## src/rtl/spi_slave_engine.sv

```systemverilog
// spi_slave_engine
//   Slave-side SPI engine. SCLK, MOSI and CS_n are oversampled on clk, MOSI is
//   deserialised into rx_data, and a word from a one-entry holding buffer is
//   serialised onto MISO. Reports transmit underrun and aborted frames.
//
// Ports
//   clk, rst             system clock, async active-high reset
//   sclk_in, mosi_in,    asynchronous SPI pins from the master
//   cs_n_in
//   miso_out, miso_oe    serial data out and its enable (high while selected)
//   tx_data, tx_valid,   holding-buffer write handshake
//   tx_ready
//   rx_data, rx_valid    last complete received word and its one-cycle strobe
//   tx_underrun          pulse: frame started with holding buffer empty
//   frame_abort          pulse: CS_n released mid-frame
//
// state | meaning
// IDLE  | CS_n high, outputs disabled, bit counter cleared
// LOAD  | one cycle after CS_n fall (CPHA=0 reload happens on entry)
// SHIFT | counting sample edges, shifting on shift edges
module spi_slave_engine #(
  parameter int DATA_WIDTH = 8,
  parameter int CPOL       = 0,
  parameter int CPHA       = 0
) (
  input  logic                  clk,
  input  logic                  rst,
  input  logic                  sclk_in,
  input  logic                  mosi_in,
  input  logic                  cs_n_in,
  output logic                  miso_out,
  output logic                  miso_oe,
  input  logic [DATA_WIDTH-1:0] tx_data,
  input  logic                  tx_valid,
  output logic                  tx_ready,
  output logic [DATA_WIDTH-1:0] rx_data,
  output logic                  rx_valid,
  output logic                  tx_underrun,
  output logic                  frame_abort
);

  localparam logic SCLK_IDLE = (CPOL != 0);
  localparam int   CNT_W     = $clog2(DATA_WIDTH + 1);
  localparam logic [CNT_W-1:0] LAST_BIT = CNT_W'(DATA_WIDTH - 1);

  typedef enum logic [1:0] {IDLE, LOAD, SHIFT} state_t;
  state_t state, state_nxt;

  // [0],[1] synchroniser, [2] edge-detect history
  logic [2:0] sclk_sync, mosi_sync, cs_sync;
  logic       lead_p, trail_p, cs_fall_p, cs_rise_p;

  logic [DATA_WIDTH-1:0] hold_buf;
  logic                  buf_full;
  logic [DATA_WIDTH-1:0] shreg;
  logic [DATA_WIDTH-2:0] rx_shift;
  logic [CNT_W-1:0]      bit_cnt;

  logic                  sample_p, shift_p, active;
  logic                  load_entry, wrap_start, frame_start;
  logic                  do_shift, do_sample, hs;
  logic [DATA_WIDTH-1:0] rx_word;

  // Edge pulses are registered, so mosi_sync[2] lines up with them one cycle
  // later; this fixes pin-to-action latency at four clk cycles.
  always_ff @(posedge clk or posedge rst) begin
    if (rst) begin
      sclk_sync <= {3{SCLK_IDLE}};
      mosi_sync <= 3'b000;
      cs_sync   <= 3'b111;
      lead_p    <= 1'b0;
      trail_p   <= 1'b0;
      cs_fall_p <= 1'b0;
      cs_rise_p <= 1'b0;
    end else begin
      sclk_sync <= {sclk_sync[1:0], sclk_in};
      mosi_sync <= {mosi_sync[1:0], mosi_in};
      cs_sync   <= {cs_sync[1:0], cs_n_in};
      lead_p    <= (sclk_sync[1] != SCLK_IDLE) && (sclk_sync[2] == SCLK_IDLE);
      trail_p   <= (sclk_sync[1] == SCLK_IDLE) && (sclk_sync[2] != SCLK_IDLE);
      cs_fall_p <= cs_sync[2] && !cs_sync[1];
      cs_rise_p <= !cs_sync[2] && cs_sync[1];
    end
  end

  always_ff @(posedge clk or posedge rst) begin
    if (rst) state <= IDLE;
    else     state <= state_nxt;
  end

  always_comb begin
    state_nxt = state;
    case (state)
      IDLE:    if (cs_fall_p) state_nxt = LOAD;
      LOAD:    state_nxt = SHIFT;
      SHIFT:   state_nxt = SHIFT;
      default: state_nxt = IDLE;
    endcase
    if (cs_rise_p) state_nxt = IDLE;
  end

  always_comb begin
    sample_p   = (CPHA != 0) ? trail_p : lead_p;
    shift_p    = (CPHA != 0) ? lead_p  : trail_p;
    active     = (state == SHIFT) && !cs_rise_p;
    load_entry = (state == IDLE) && cs_fall_p;
    // A shift edge with the counter at zero opens a frame: in CPHA=0 it is the
    // trailing edge after the last sample, in CPHA=1 the first leading edge.
    wrap_start = active && shift_p && (bit_cnt == '0);
    // With CPHA=1 the frame opens on the first leading edge, so LOAD must not
    // consume the buffer a second time.
    frame_start = (CPHA == 0) ? (load_entry || wrap_start) : wrap_start;
    do_shift   = active && shift_p && (bit_cnt != '0);
    do_sample  = active && sample_p;
    hs         = tx_valid && tx_ready;
    rx_word    = {rx_shift, mosi_sync[2]};
  end

  always_ff @(posedge clk or posedge rst) begin
    if (rst) begin
      hold_buf    <= '0;
      buf_full    <= 1'b0;
      shreg       <= '0;
      rx_shift    <= '0;
      bit_cnt     <= '0;
      rx_data     <= '0;
      rx_valid    <= 1'b0;
      tx_underrun <= 1'b0;
      frame_abort <= 1'b0;
    end else begin
      rx_valid    <= 1'b0;
      tx_underrun <= 1'b0;
      frame_abort <= 1'b0;

      // A handshake coinciding with a reload refills the buffer for the next
      // frame; the reload itself still sees the old contents.
      if (hs) hold_buf <= tx_data;
      if (hs)               buf_full <= 1'b1;
      else if (frame_start) buf_full <= 1'b0;

      if (frame_start) begin
        shreg       <= buf_full ? hold_buf : '1;
        tx_underrun <= !buf_full;
      end else if (do_shift) begin
        shreg <= {shreg[DATA_WIDTH-2:0], 1'b0};
      end

      if (cs_rise_p) begin
        bit_cnt     <= '0;
        frame_abort <= (state != IDLE) && (bit_cnt != '0);
      end else if (do_sample) begin
        rx_shift <= rx_word[DATA_WIDTH-2:0];
        if (bit_cnt == LAST_BIT) begin
          rx_data  <= rx_word;
          rx_valid <= 1'b1;
          bit_cnt  <= '0;
        end else begin
          bit_cnt <= bit_cnt + CNT_W'(1);
        end
      end
    end
  end

  assign tx_ready = !buf_full;
  assign miso_oe  = (state != IDLE);
  assign miso_out = miso_oe && shreg[DATA_WIDTH-1];

endmodule

```

## config.mk

```make
export PLATFORM = sky130hd
export DESIGN_NAME = spi_slave_engine
export DESIGN_NICKNAME = d
export VERILOG_FILES = /design/src/rtl/spi_slave_engine.sv
export SDC_FILE = /design/constraint.sdc
export NUM_CORES = 1
export LEC_CHECK = 0
export BUFFER_PORTS_ARGS = -buffer_cell sky130_fd_sc_hd__buf_2
export CAP_MARGIN = 10
export CORE_AREA = 2 2 75 77
export DETAILED_ROUTE_END_ITERATION = 7
export DIE_AREA = 0 0 77 79
export SLEW_MARGIN = 20
export SYNTH_ARGS = -nofsm -noshare
export SYNTH_HDL_FRONTEND = slang
export SYNTH_SLANG_ARGS = --single-unit
export TNS_END_PERCENT = 1
```

## constraint.sdc

```tcl
create_clock -name clk -period 2.05 [get_ports clk]
set_input_delay 0.1025 -clock clk [delete_from_list [all_inputs] [get_ports clk]]
set_output_delay 0.1025 -clock clk [all_outputs]
set_load 0.01 [all_outputs]
```

==> results.cfg <==
[layout]
stdcell_area_um2 = 2610
area_growth_pct = 15.5
antennaDiodeCount = 0
drive_gt1_share_pct = 37.9
layout_commonest_cell = dfrtp_1
final_cell_mix = dfrtp_1, buf_2, mux2_2, a21oi_1
fin_nets = 221

[placement]
dp_hpwl_mm = 2.78
place_area_um2 = 2470
port_buffers = 27
place_congestion = 0.769

[critical_path]
critPathLaunch = state[0]
cp-end-kind = flip-flop
critPathMaxFanout = 14
r2r-end = rx_data[2]
path_class = flip-flop to flip-flop
worstPathRequired_ns = 2.24
startpoint_type = flip-flop
rr_startpoint = state[0]
r2r_cells = 5
rrSetupSlack_ns = 0.18
cp.arrival_ns = 2.06

[route]
drtAntennaViolNets = 0
drc_errors = 0
wl_per_cell_um = 14.2
initialDrtViolationCount = 72
vias = 1385
vias_per_cell = 5.04
drt_wl_total_mm = 3.90
drt_pass1_iterations = 4

[sta]
rsz0062_at_grt = false
fmax_mhz = 534
fin_crit_sh_pct = 91.3
finalCriticalPeriod_ns = 1.87
fin_tns_setup_ns = 0
slew_headroom_pct = 59.8
setup_viol = 0
drv_slew = 0
finalClockSkew_ns = 0.00766
worst_pin_slew_ns = 0.602
hold_viol_final = 0

[synthesis]
netlist_area_um2 = 2260
synthCells = 167
synth_cell_type_count = 38
post_synth_main_area_contributors = dfrtp_1, mux2_2, dfstp_2, ha_1, a211o_1
ys_seq_area_share_pct = 59.9
avgSynthCellArea_um2 = 13.5
synth_edf_count = 0
synth_flop_cell = dfrtp_1
ys_ff_latch = 54
synth_top_area_cell = dfrtp_1
ys_async_sr_fraction_pct = 100
synth_top_area_share_pct = 56.4
syn-num-nets = 186
synth_warnings = 0

[floorplan]
coreArea_um2 = 5340
fp.dieArea_um2 = 6080
start_util_pct = 42.4
num_io_pins = 28
die_w_um = 77
num_rows = 27
die_h_um = 79

[global_routing]
track_usage_pct = 14.1
first_global_vias = 1407
globalRoute.totalOverflow = 0
grt_max_degree = 30
antenna_found_initial = 0
grt_pass1_wl_mm = 6.84

[pwr]
power_w = 0.00296
p_per_area_nw_per_um2 = 1130
max-vdd-ir-drop_uv = 661
p_leak_nw = 1.28

[clock_network]
clk_latency_ns = 0.31
cts-htree-levels = 2
numCtsBuffers = 5
cts_buffer_depth = 2
cts_setup_buffers = 0
clockRootBuffer = clkbuf_8
clk_pin_slew_ns = 0.09
cts_tree = yes
cts_sinks = 54

[hold_path]
hold_start = tx_data[7]
hold_path_end = hold_buf[7]
hold_class = input pin to flip-flop
hold_depth = 2

[flow_run]
maxCapViolCount = 0

[run_status]
status = finished, final reports clean
-- registers in the layout (all words and copies together) (netlist names) --
register,flops
shift_p,1
rx_valid,1
state,2
sclk_sync,3
cs_fall_p,1
rx_shift,7
cs_sync,3
cs_rise_p,1
buf_full,1
frame_abort,1
lead_p,1
bit_cnt,4
rx_data,8
tx_underrun,1
shreg,8
mosi_sync,3
hold_buf,8
-- worst max path at each step --
stage | endpoint | slack, ns
final | rx_data[2] | 0.18
after global routing | rx_data[2] | 0.03
after CTS | shreg[1] | 0.12
after detailed placement | shreg[1] | 0.13
after global placement | shreg[6] | 0.19
after floorplan | shreg[1] | 0.43
-- critical path, stage by stage, from the launching register on --
cell and delay (ns):
dfrtp_1 0.37, inv_1 0.12, ha_1 0.25, nand3b_4 0.20, nor3_4 0.43, mux2_2 0.39
-- Yosys cell counts, types with 4 or more instances --
library cell and n:
nor2_1 4, a211o_1 7, a22oi_1 7, dfrtp_1 51
nand2_1 4, mux2_2 23, inv_1 8, a22o_1 7
a21oi_1 9, nor2b_1 6, ha_1 5
-- metal layers --
metal  up-vias  track usage (%)  wire [um]
met4         0             4.82         42
li1        660                -          -
met2        27             22.6       1990
met1       694             18.9       1720
met5         -                0          0
met3         4             3.41        144
-- final cells by class --
| class | count | area [um^2] |
|---|---|---|
| Clock buffer | 6 | 82.6 |
| Clock inverter | 2 | 16.3 |
| Fill cell | 521 | 2720 |
| Inverter | 9 | 33.8 |
| Multi-Input combinational cell | 95 | 816 |
| Sequential cell | 54 | 1360 |
| Tap cell | 72 | 90.1 |
| Timing Repair Buffer | 37 | 220 |
-- metrics by stage --
stage	hold WS (ns)	utilization (%)	instances	setup slack (ns)
finish	0.0282	49.0	275	0.179
floorplan	0.107	-	167	0.428
detailed placement	0.212	46.3	263	0.129
global route	0.0156	49.0	275	0.0318
CTS	0.0182	48.9	275	0.115
global placement	0.196	46.3	263	0.193
-- report_power, final --
| group | internal (W) | total, W | switching (W) | leakage [nW] |
|---|---|---|---|---|
| sequential | 0.00131 | 0.00147 | 0.000162 | 0.684 |
| clock | 0.000278 | 0.000623 | 0.000345 | 0.0478 |
| combinational | 0.000442 | 0.000863 | 0.000421 | 0.546 |
-- logic make-up after synthesis --
family | count (synthesis) | synth area share (%)
AOI/OAI and AO/OA | 36 | 12.2
adders and majority gates | 5 | 2.77
muxes | 24 | 11.9
DFF | 54 | 59.9
buffers and inverters | 18 | 4.15
xor gates and xnor gates | 1 | 0.387
and+or+nand+nor | 29 | 8.68
-- what timing repair did --
item	CTS	global route
resized for setup	0	1
endpoints found under the setup margin	0	1
hold endpoints to repair	27	0
hold buffers	4	0
(Power assumes the default switching activity.)
